--- src/rtl/fifo_pkg.sv ---
// Shared definitions for the fifo family: sizing helper, parameter legality
// checks and flag decodes that later async variants can reuse unchanged.
package fifo_pkg;

    localparam int FIFO_DEF_WIDTH = 16;
    localparam int FIFO_DEF_DEPTH = 16;
    localparam int FIFO_DEF_AE    = 2;

    function automatic int clog2(input int v);
        int r;
        r = 0;
        while ((1 << r) < v) r++;
        return r;
    endfunction

    function automatic bit is_pow2(input int v);
        return (v >= 2) && ((v & (v - 1)) == 0);
    endfunction

    function automatic bit fifo_params_ok(input int depth, input int af, input int ae);
        return is_pow2(depth) && (af >= 1) && (af <= depth) && (ae >= 0) && (ae <= depth - 1);
    endfunction

    // Thresholds are inclusive: almost_full at or above, almost_empty at or below.
    function automatic bit flag_full(input int cnt, input int depth);
        return cnt == depth;
    endfunction

    function automatic bit flag_empty(input int cnt);
        return cnt == 0;
    endfunction

    function automatic bit flag_af(input int cnt, input int lvl);
        return cnt >= lvl;
    endfunction

    function automatic bit flag_ae(input int cnt, input int lvl);
        return cnt <= lvl;
    endfunction

endpackage

--- src/rtl/fifo_regfile.sv ---
// Storage array: one synchronous write port, one asynchronous read port.
// Contents are deliberately not reset.
module fifo_regfile #(
    parameter int DW = 16,
    parameter int AW = 4
) (
    input  logic          clk,
    input  logic          i_we,
    input  logic [AW-1:0] i_waddr,
    input  logic [DW-1:0] i_wdata,
    input  logic [AW-1:0] i_raddr,
    output logic [DW-1:0] o_rdata
);

    logic [DW-1:0] r_mem [2**AW];

    always_ff @(posedge clk) begin
        if (i_we) r_mem[i_waddr] <= i_wdata;
    end

    assign o_rdata = r_mem[i_raddr];

endmodule

--- src/rtl/fifo_param.sv ---
// Parametrised single-clock FIFO with occupancy count, almost flags,
// sticky error flags and optional first-word-fall-through output.
module fifo_param
    import fifo_pkg::*;
#(
    parameter int DATA_WIDTH = 16,
    parameter int DEPTH      = 16,
    parameter int AF_LEVEL   = DEPTH - 2,
    parameter int AE_LEVEL   = 2,
    parameter int FWFT       = 0
) (
    input  logic                    clk,
    input  logic                    reset,
    input  logic [DATA_WIDTH-1:0]   din,
    input  logic                    wr_en,
    input  logic                    rd_en,
    output logic [DATA_WIDTH-1:0]   dout,
    output logic                    dout_valid,
    output logic                    full,
    output logic                    empty,
    output logic                    almost_full,
    output logic                    almost_empty,
    output logic [clog2(DEPTH):0]   count,
    output logic                    overflow,
    output logic                    underflow,
    input  logic                    err_clr
);

    localparam int ADDR_W = clog2(DEPTH);
    localparam logic [ADDR_W:0] PTR_ONE = (ADDR_W + 1)'(1);

    if (!fifo_params_ok(DEPTH, AF_LEVEL, AE_LEVEL)) begin : g_bad_params
        $error("fifo_param: illegal DEPTH/AF_LEVEL/AE_LEVEL combination");
    end

    logic [ADDR_W:0]     r_wr_ptr, r_rd_ptr, r_count, w_cnt_nxt;
    logic                r_full, r_empty, r_af, r_ae, r_ovf, r_unf, r_dout_valid;
    logic [DATA_WIDTH-1:0] r_dout, w_rd_data;
    logic                w_rd_acc, w_wr_acc;

    // Handshake: a read pops only when the FIFO holds data; a write is taken
    // when there is room or when a same-cycle pop frees a slot. Requests that
    // are not taken have no effect except raising the matching sticky flag.
    assign w_rd_acc = rd_en && !r_empty;
    assign w_wr_acc = wr_en && (!r_full || w_rd_acc);

    always_comb begin
        w_cnt_nxt = r_count;
        if (w_wr_acc && !w_rd_acc)      w_cnt_nxt = r_count + PTR_ONE;
        else if (!w_wr_acc && w_rd_acc) w_cnt_nxt = r_count - PTR_ONE;
    end

    fifo_regfile #(
        .DW (DATA_WIDTH),
        .AW (ADDR_W)
    ) u_regfile (
        .clk     (clk),
        .i_we    (w_wr_acc && reset),
        .i_waddr (r_wr_ptr[ADDR_W-1:0]),
        .i_wdata (din),
        .i_raddr (r_rd_ptr[ADDR_W-1:0]),
        .o_rdata (w_rd_data)
    );

    always_ff @(posedge clk) begin
        if (!reset) begin
            r_wr_ptr     <= '0;
            r_rd_ptr     <= '0;
            r_count      <= '0;
            r_full       <= 1'b0;
            r_empty      <= 1'b1;
            r_af         <= 1'b0;
            r_ae         <= 1'b1;
            r_dout       <= '0;
            r_dout_valid <= 1'b0;
            r_ovf        <= 1'b0;
            r_unf        <= 1'b0;
        end else begin
            if (w_wr_acc) r_wr_ptr <= r_wr_ptr + PTR_ONE;
            if (w_rd_acc) begin
                r_rd_ptr <= r_rd_ptr + PTR_ONE;
                r_dout   <= w_rd_data;
            end
            r_dout_valid <= w_rd_acc;
            // Flags come from the next count so they move on the same edge as count.
            r_count <= w_cnt_nxt;
            r_full  <= flag_full(int'(w_cnt_nxt), DEPTH);
            r_empty <= flag_empty(int'(w_cnt_nxt));
            r_af    <= flag_af(int'(w_cnt_nxt), AF_LEVEL);
            r_ae    <= flag_ae(int'(w_cnt_nxt), AE_LEVEL);
            // A new error beats a simultaneous clear.
            if (wr_en && !w_wr_acc) r_ovf <= 1'b1;
            else if (err_clr)       r_ovf <= 1'b0;
            if (rd_en && !w_rd_acc) r_unf <= 1'b1;
            else if (err_clr)       r_unf <= 1'b0;
        end
    end

    assign dout         = (FWFT != 0) ? (r_empty ? '0 : w_rd_data) : r_dout;
    assign dout_valid   = (FWFT != 0) ? !r_empty : r_dout_valid;
    assign count        = r_count;
    assign full         = r_full;
    assign empty        = r_empty;
    assign almost_full  = r_af;
    assign almost_empty = r_ae;
    assign overflow     = r_ovf;
    assign underflow    = r_unf;

endmodule

--- config.mk ---
export PLATFORM = sky130hd
export DESIGN_NAME = fifo_param
export DESIGN_NICKNAME = d
export VERILOG_FILES = /design/src/rtl/fifo_pkg.sv /design/src/rtl/fifo_regfile.sv /design/src/rtl/fifo_param.sv
export SDC_FILE = /design/constraint.sdc
export NUM_CORES = 1
export LEC_CHECK = 0
export BUFFER_PORTS_ARGS = -buffer_cell sky130_fd_sc_hd__buf_2
export CORE_MARGIN = 3
export CORE_UTILIZATION = 45
export CTS_CLUSTER_DIAMETER = 200
export DETAILED_ROUTE_END_ITERATION = 16
export SYNTH_ARGS = -nofsm -noshare
export SYNTH_HDL_FRONTEND = slang
export SYNTH_HIERARCHICAL = 1
export SYNTH_SLANG_ARGS = --single-unit
--- constraint.sdc ---
create_clock -name clk -period 7.28 [get_ports clk]
set_clock_uncertainty 0.05 [all_clocks]
set_input_delay 1.092 -clock clk [delete_from_list [all_inputs] [get_ports clk]]
set_output_delay 1.092 -clock clk [all_outputs]
set_load 0.02 [all_outputs]
## Yosys cells after proc, flatten, opt, wreduce, memory -nomap -nowiden

Memories as Yosys holds them, arrays and structs flattened. A register that Yosys moved wholly into a read port is not among the register bits.
Cells that the tools add are included.

- Bits in registers: 22
- RAM bits: 256
- Bits of input ports: 21
- Output and inout bits: 28
- Logic and storage cells: 41
- Memories: 1

Memory list:

| name | words | width | read ports | clocked after Yosys merged registers in | write ports | line | RTL |
|---|---|---|---|---|---|---|---|
| u_regfile.r_mem | 16 | 16 | 1 | 1 | 1 | fifo_regfile.sv:15 | `logic [DW-1:0] r_mem [2**AW];` |

- Add/sub/neg operators: 4
- $lt $le $gt $ge: 2
- Eq/ne operators: 1
- Muxes and demuxes: 7
- Reduce and logical (&&, ||, !) cells: 16

Operators by type and width:

| cell | number |
|---|---|
| $add A5 B1 Y5 const B | 3 |
| $mux W5 | 2 |
| $logic_and A1 B1 Y1 | 7 |
| $eq A5 B5 Y1 const B | 1 |
| $ge A5 B4 Y1 const B | 1 |
| $le A5 B2 Y1 const B | 1 |
| $logic_not A1 Y1 | 5 |
| $logic_not A5 Y1 | 1 |
| $mux W1 | 5 |
| $sub A5 B1 Y5 const B | 1 |
| $reduce_bool A2 Y1 | 2 |
| $logic_or A1 B1 Y1 | 1 |

## Depth between registers and ports, before layout

- Depth in word-level cells: 9
- Depth in mapped cells: 7
- Depth with buffers taken out: 7

## By module

The synthesis kept the hierarchy.

By module, submodules not included:

| module | instances | cells an instance | area an instance (µm²) | sequential area each (µm²) |
|---|---|---|---|---|
| fifo_regfile | 1 | 416 | 9723.1 | 7687.4 |
| fifo_param | 1 | 173 | 1574.0 | 720.7 |

## Worst setup path after synthesis

Ideal clock, no wire load.

- Path kind: input to register
- Start: input wr_en
- End: memory u_regfile.r_mem[0][0] (enable)
- Library setup time: 0.409 ns
- Data arrival time: 3.385 ns
- Required time: 6.821 ns
- Slack: 3.436 ns
- Stages: 5
- Path buffers: 1
- Path through: buf_2 > a21boi_2 > and2_1 > or3b_2 > nor3_1

- Cells in the longest elaborated chain, start to end: 4

RTL lines:

| item | line | RTL |
|---|---|---|
| start, declared | fifo_param.sv:15 | `input logic wr_en,` |
| $logic_and A1 B1 Y1 | fifo_param.sv:45 | `assign w_wr_acc = wr_en && (!r_full \|\| w_rd_acc);` |
| $logic_and A1 B1 Y1 | fifo_param.sv:58 | `.i_we (w_wr_acc && reset),` |
| $mux W1 | fifo_regfile.sv:18 | `if (i_we) r_mem[i_waddr] <= i_wdata;` |
| $mux W1 (implied by the code) | fifo_regfile.sv:18 |  |
| end, declared | fifo_regfile.sv:15 |  |

No other way between the ends.

## Worst setup path after layout

- Start: input rd_en
- End: memory u_regfile.r_mem[0][8] (enable)

- Cells in the longest elaborated chain, start to end: 6

RTL lines:

| item | line | RTL |
|---|---|---|
| start, declared | fifo_param.sv:16 | `input logic rd_en,` |
| $logic_and A1 B1 Y1 | fifo_param.sv:44 | `assign w_rd_acc = rd_en && !r_empty;` |
| $logic_or A1 B1 Y1 | fifo_param.sv:45 |  |
| $logic_and A1 B1 Y1 | fifo_param.sv:45 |  |
| $logic_and A1 B1 Y1 | fifo_param.sv:58 |  |
| $mux W1 | fifo_regfile.sv:18 |  |
| $mux W1 (implied by the code) | fifo_regfile.sv:18 |  |

No other way between the ends.

==> results.md <==
- The maximum count of clock buffers along a single path is 3.
- The power density over cell area is 285.7 mW/mm^2.
- After synthesis, the cell types taking the most area are sky130_fd_sc_hd__edfxtp_1, sky130_fd_sc_hd__mux4_2, sky130_fd_sc_hd__dfxtp_1.
- In this run the worst hold path is classified as flop to flop.
- The total via count in the routed design is 5599.
- The post-placement worst setup slack is 3.180 ns.
- The overall power after layout is 3.675 mW.
- At the pin with the least slew margin, the transition time is 1.326 ns.
- Counting flops with a built-in enable in the synthesized netlist gives 256.
- The area growth from synthesis to layout is 13.83%.
- After global routing the overflow that remains totals 0.
- The count of input and output buffers is 48.
- The endpoint kind of the worst setup timing path is a flop.
- The last weighted congestion value of the routability-driven placer is 0.8005.
- Static timing analysis puts the maximum clock frequency at 0.2847 GHz.
- Across the run, the number of max-cap violations was 0.
- The floorplan step set the die height to 164.4 microns.
- The pre-antenna-repair detailed-routing pass consisted of 5 iterations.
- The number of global-route vias before repair is 5826.
- The worst endpoint required time is 7.38 ns.
- Once routing completed, OpenROAD measured the worst setup slack at 3.767 ns.
- The first global-routing pass estimated 36020 microns of wire.
- The routed design could run at a clock period as short as 3.513 ns.
- Setup violations remaining at the end of the flow were counted as 0.
- In this design, the stage delay of the slowest critical-path cell is 1.01 ns.
- Entering global routing, the biggest net connects 68 pins.
- In the final routed layout, each cell accounts on average for 24.47 microns.
- The TritonCTS clock tree is yes.
- The cell area that synthesis handed to floorplanning was 0.01130 sq mm.
- Yosys printed 6 warnings.
- The clock latency on the worst-skew pair is 0.54 ns.
- The area enclosed by the die boundary is 0.02704 sq mm.
- For this configuration, the core starts out at a cell density of 46.18%.
- The layout net count is 671.
- The top cell type's share of synthesized area is 68.05%.
- The detailed-route wire length is 24300 microns.
- The max-slew violation total from the final report is 0.
- The cell count after synthesis came out at 589.
- The mean post-synth cell area is 19.18 sq um.
- The number of gates given a new drive strength after cts is 0.
- The register bit total from synthesis is 292.
- The number of buffers and inverters on the critical path is 2.
- On the critical path, the stage with the largest delay is an instance of sky130_fd_sc_hd__nor3_2.
- The total of hold buffers inserted after clock tree synthesis is 0.
- Once the clock tree was built, the setup fixing pass inserted 0 buffers.
- The half-perimeter wire length after placement is 14750 microns.
- The total nets after synthesis is 614.
- VDD sags by at most 0.0002043 V.
- The clock drives 292 sinks.
- For this run, the total global-route usage over all layers was measured as 18.28%.
- After detailed routing, the number of remaining DRC violations is 0.
- Using the TritonRoute via totals, the vias-per-cell ratio works out to 5.638.
- The final core utilization is 52.57%.
- Of the cells placed in the final design, the portion with a size suffix greater than 1 is 28.40%.
- Setup repair after global routing left no endpoint under its margin.
- The number of nets still failing antenna checks after routing is 0.
- For this design the static power due to leakage is 4.125 nW.
- The number of hold violations in the final report is 0.
- CTS placed an instance of sky130_fd_sc_hd__clkbuf_16 at the clock tree root.
- The critical path is of the input port to flop type.
- After clock tree synthesis, the clock-pin slew on the worst setup and hold paths is 0.06 ns.
- The signal on the critical path passes through buf_2 -> nand2b_1 -> buf_4 -> a21boi_2 -> and2_1 -> or3b_2 -> nor3_2.
- TritonCTS created 30 clock buffers.
- The I/O pin count is 49.
- The most area-hungry cell type in the Yosys netlist is sky130_fd_sc_hd__edfxtp_1.
- The count of cell types in the netlist is 50.
- The share of the yosys chip area belonging to registers is 74.43%.
- The initial antenna violation count is 0.
- The flow ran to the end, and the final reports show no timing, DRC or antenna violations.
- The total inserted antenna cells is 0.
- STA puts the critical path data arrival time at 3.61 ns.
- The category of the worst setup path launch point is an input port.
- The cell family with the largest share of critical-path delay is simple AND/OR/NAND/NOR gates.
- The remaining max-slew budget at the tightest pin is 11.14%.
- After the first detailed-routing iteration, the DRC count stood at 388.
- Measured along the x axis, the die boundary spans 164.4 microns.
- Summed over all failing endpoints, the final setup total negative slack is 0 ns.
- The final critical path takes up 48.25% of the cycle.
- In this run the number of H-tree levels came out at 1.
- The most used flip-flop cell after synthesis is sky130_fd_sc_hd__edfxtp_1.
- The initialized floorplan defines 57 standard-cell rows.
- The maximum fanout along the worst path is 25.
- The async set-reset flop share out of synthesis is 0%.
- The region available for standard cell placement spans 0.02446 sq mm.
[cell usage after synthesis, types with 2 or more instances]
| library cell | number |
|---|---|
| sky130_fd_sc_hd__a21oi_1 | 18 |
| sky130_fd_sc_hd__a22oi_1 | 33 |
| sky130_fd_sc_hd__and2_1 | 4 |
| sky130_fd_sc_hd__buf_1 | 4 |
| sky130_fd_sc_hd__buf_2 | 7 |
| sky130_fd_sc_hd__buf_4 | 3 |
| sky130_fd_sc_hd__buf_6 | 6 |
| sky130_fd_sc_hd__clkbuf_1 | 11 |
| sky130_fd_sc_hd__dfxtp_1 | 36 |
| sky130_fd_sc_hd__edfxtp_1 | 256 |
| sky130_fd_sc_hd__ha_1 | 4 |
| sky130_fd_sc_hd__inv_1 | 4 |
| sky130_fd_sc_hd__mux4_1 | 10 |
| sky130_fd_sc_hd__mux4_2 | 54 |
| sky130_fd_sc_hd__nand2_1 | 54 |
| sky130_fd_sc_hd__nand2b_1 | 4 |
| sky130_fd_sc_hd__nand3_1 | 3 |
| sky130_fd_sc_hd__nand3b_1 | 2 |
| sky130_fd_sc_hd__nand4_1 | 2 |
| sky130_fd_sc_hd__nor2_1 | 28 |
| sky130_fd_sc_hd__nor2b_1 | 3 |
| sky130_fd_sc_hd__nor3_1 | 6 |
| sky130_fd_sc_hd__nor3_2 | 3 |
| sky130_fd_sc_hd__nor3b_2 | 2 |
| sky130_fd_sc_hd__xnor2_1 | 4 |
| sky130_fd_sc_hd__xor2_1 | 4 |
[routing by layer]
layer / global-route usage [%] / wire [microns]
met1: 24.07 / 10080
met3: 3.637 / 1364
met5: 0 / 0
met2: 31.57 / 12320
met4: 4.499 / 535
[area by class of cell]
| class | count | area, sq um |
|---|---|---|
| fillers | 1946 | 11600 |
| well taps | 324 | 405.4 |
| clock inverters | 11 | 100.1 |
| multi-input cells | 261 | 2748 |
| flip-flops and latches | 292 | 8413 |
| inverters | 5 | 18.77 |
| repair buffers | 56 | 300.3 |
| clock buffers | 44 | 874.6 |
[flip-flops by register name, summed over array words and instances (netlist names), 4 cells and up]
signal / cells
dout: 16
r_rd_ptr: 4
r_wr_ptr: 4
count: 5
u_regfile/r_mem: 256
[worst register-to-register path, cell delays in order (launching register included)]
cell and delay (ns):
sky130_fd_sc_hd__dfxtp_1 0.34, sky130_fd_sc_hd__nand2b_1 0.15, sky130_fd_sc_hd__buf_4 0.23, sky130_fd_sc_hd__a21boi_2 0.30, sky130_fd_sc_hd__and2_1 0.27, sky130_fd_sc_hd__or3b_2 0.54
sky130_fd_sc_hd__nor3_2 1.01
[power breakdown]
part           internal, mW  total [mW]  switching [mW]
Sequential             1.85        1.88          0.0347
Clock                 0.895        1.49           0.591
Combinational         0.127       0.304           0.177
[metrics by stage]
stage	instance area, sq um	hold WS, ns	std cells
2_1_floorplan	11300	0.4133	589
3_3_place_gp	11880	0.3941	938
3_5_place_dp	11880	0.4019	938
4_1_cts	12850	0.4111	993
5_1_grt	12860	0.4392	993
6_report	12860	0.4080	993
[kinds of logic after synthesis]
logic type / Yosys count / synth area share [%]
buffers and inverters: 36 / 1.772
AND/OR/NAND/NOR: 119 / 5.172
flip-flops: 292 / 74.43
multiplexers: 65 / 13.18
XOR/XNOR: 8 / 0.6202
AO/OA/AOI/OAI: 65 / 4.386
adder cells (fa/ha/maj): 4 / 0.4430
[placed cells by master, fill, tap and decap left out, types with 3 or more instances in the layout]
cell type and count:
sky130_fd_sc_hd__nand2b_1 4, sky130_fd_sc_hd__and2_1 4, sky130_fd_sc_hd__a22oi_1 33, sky130_fd_sc_hd__buf_2 48, sky130_fd_sc_hd__clkbuf_16 31, sky130_fd_sc_hd__clkinv_1 6, sky130_fd_sc_hd__ha_1 4, sky130_fd_sc_hd__edfxtp_1 256
sky130_fd_sc_hd__buf_4 8, sky130_fd_sc_hd__inv_1 4, sky130_fd_sc_hd__xnor2_1 4, sky130_fd_sc_hd__dfxtp_1 34, sky130_fd_sc_hd__mux4_1 10, sky130_fd_sc_hd__a21oi_1 18, sky130_fd_sc_hd__nand3_1 3, sky130_fd_sc_hd__clkbuf_1 8
sky130_fd_sc_hd__nor2_2 13, sky130_fd_sc_hd__mux4_2 54, sky130_fd_sc_hd__nor2_1 16, sky130_fd_sc_hd__clkbuf_8 5, sky130_fd_sc_hd__nand2_1 54, sky130_fd_sc_hd__xor2_1 4, sky130_fd_sc_hd__nor3_2 6
[path summary, 6_finish.rpt]
kind | from | end | slack, ns | depth (start not counted)
max | rd_en | u_regfile/r_mem[0][8] | 3.77 | 7
min | dout[1] | dout[1] | 0.41 | 2
max reg2reg | empty | u_regfile/r_mem[0][8] | 4.00 | 6
min reg2reg | dout[1] | dout[1] | 0.41 | 2
No activity file was read; power rests on OpenSTA's default activity.
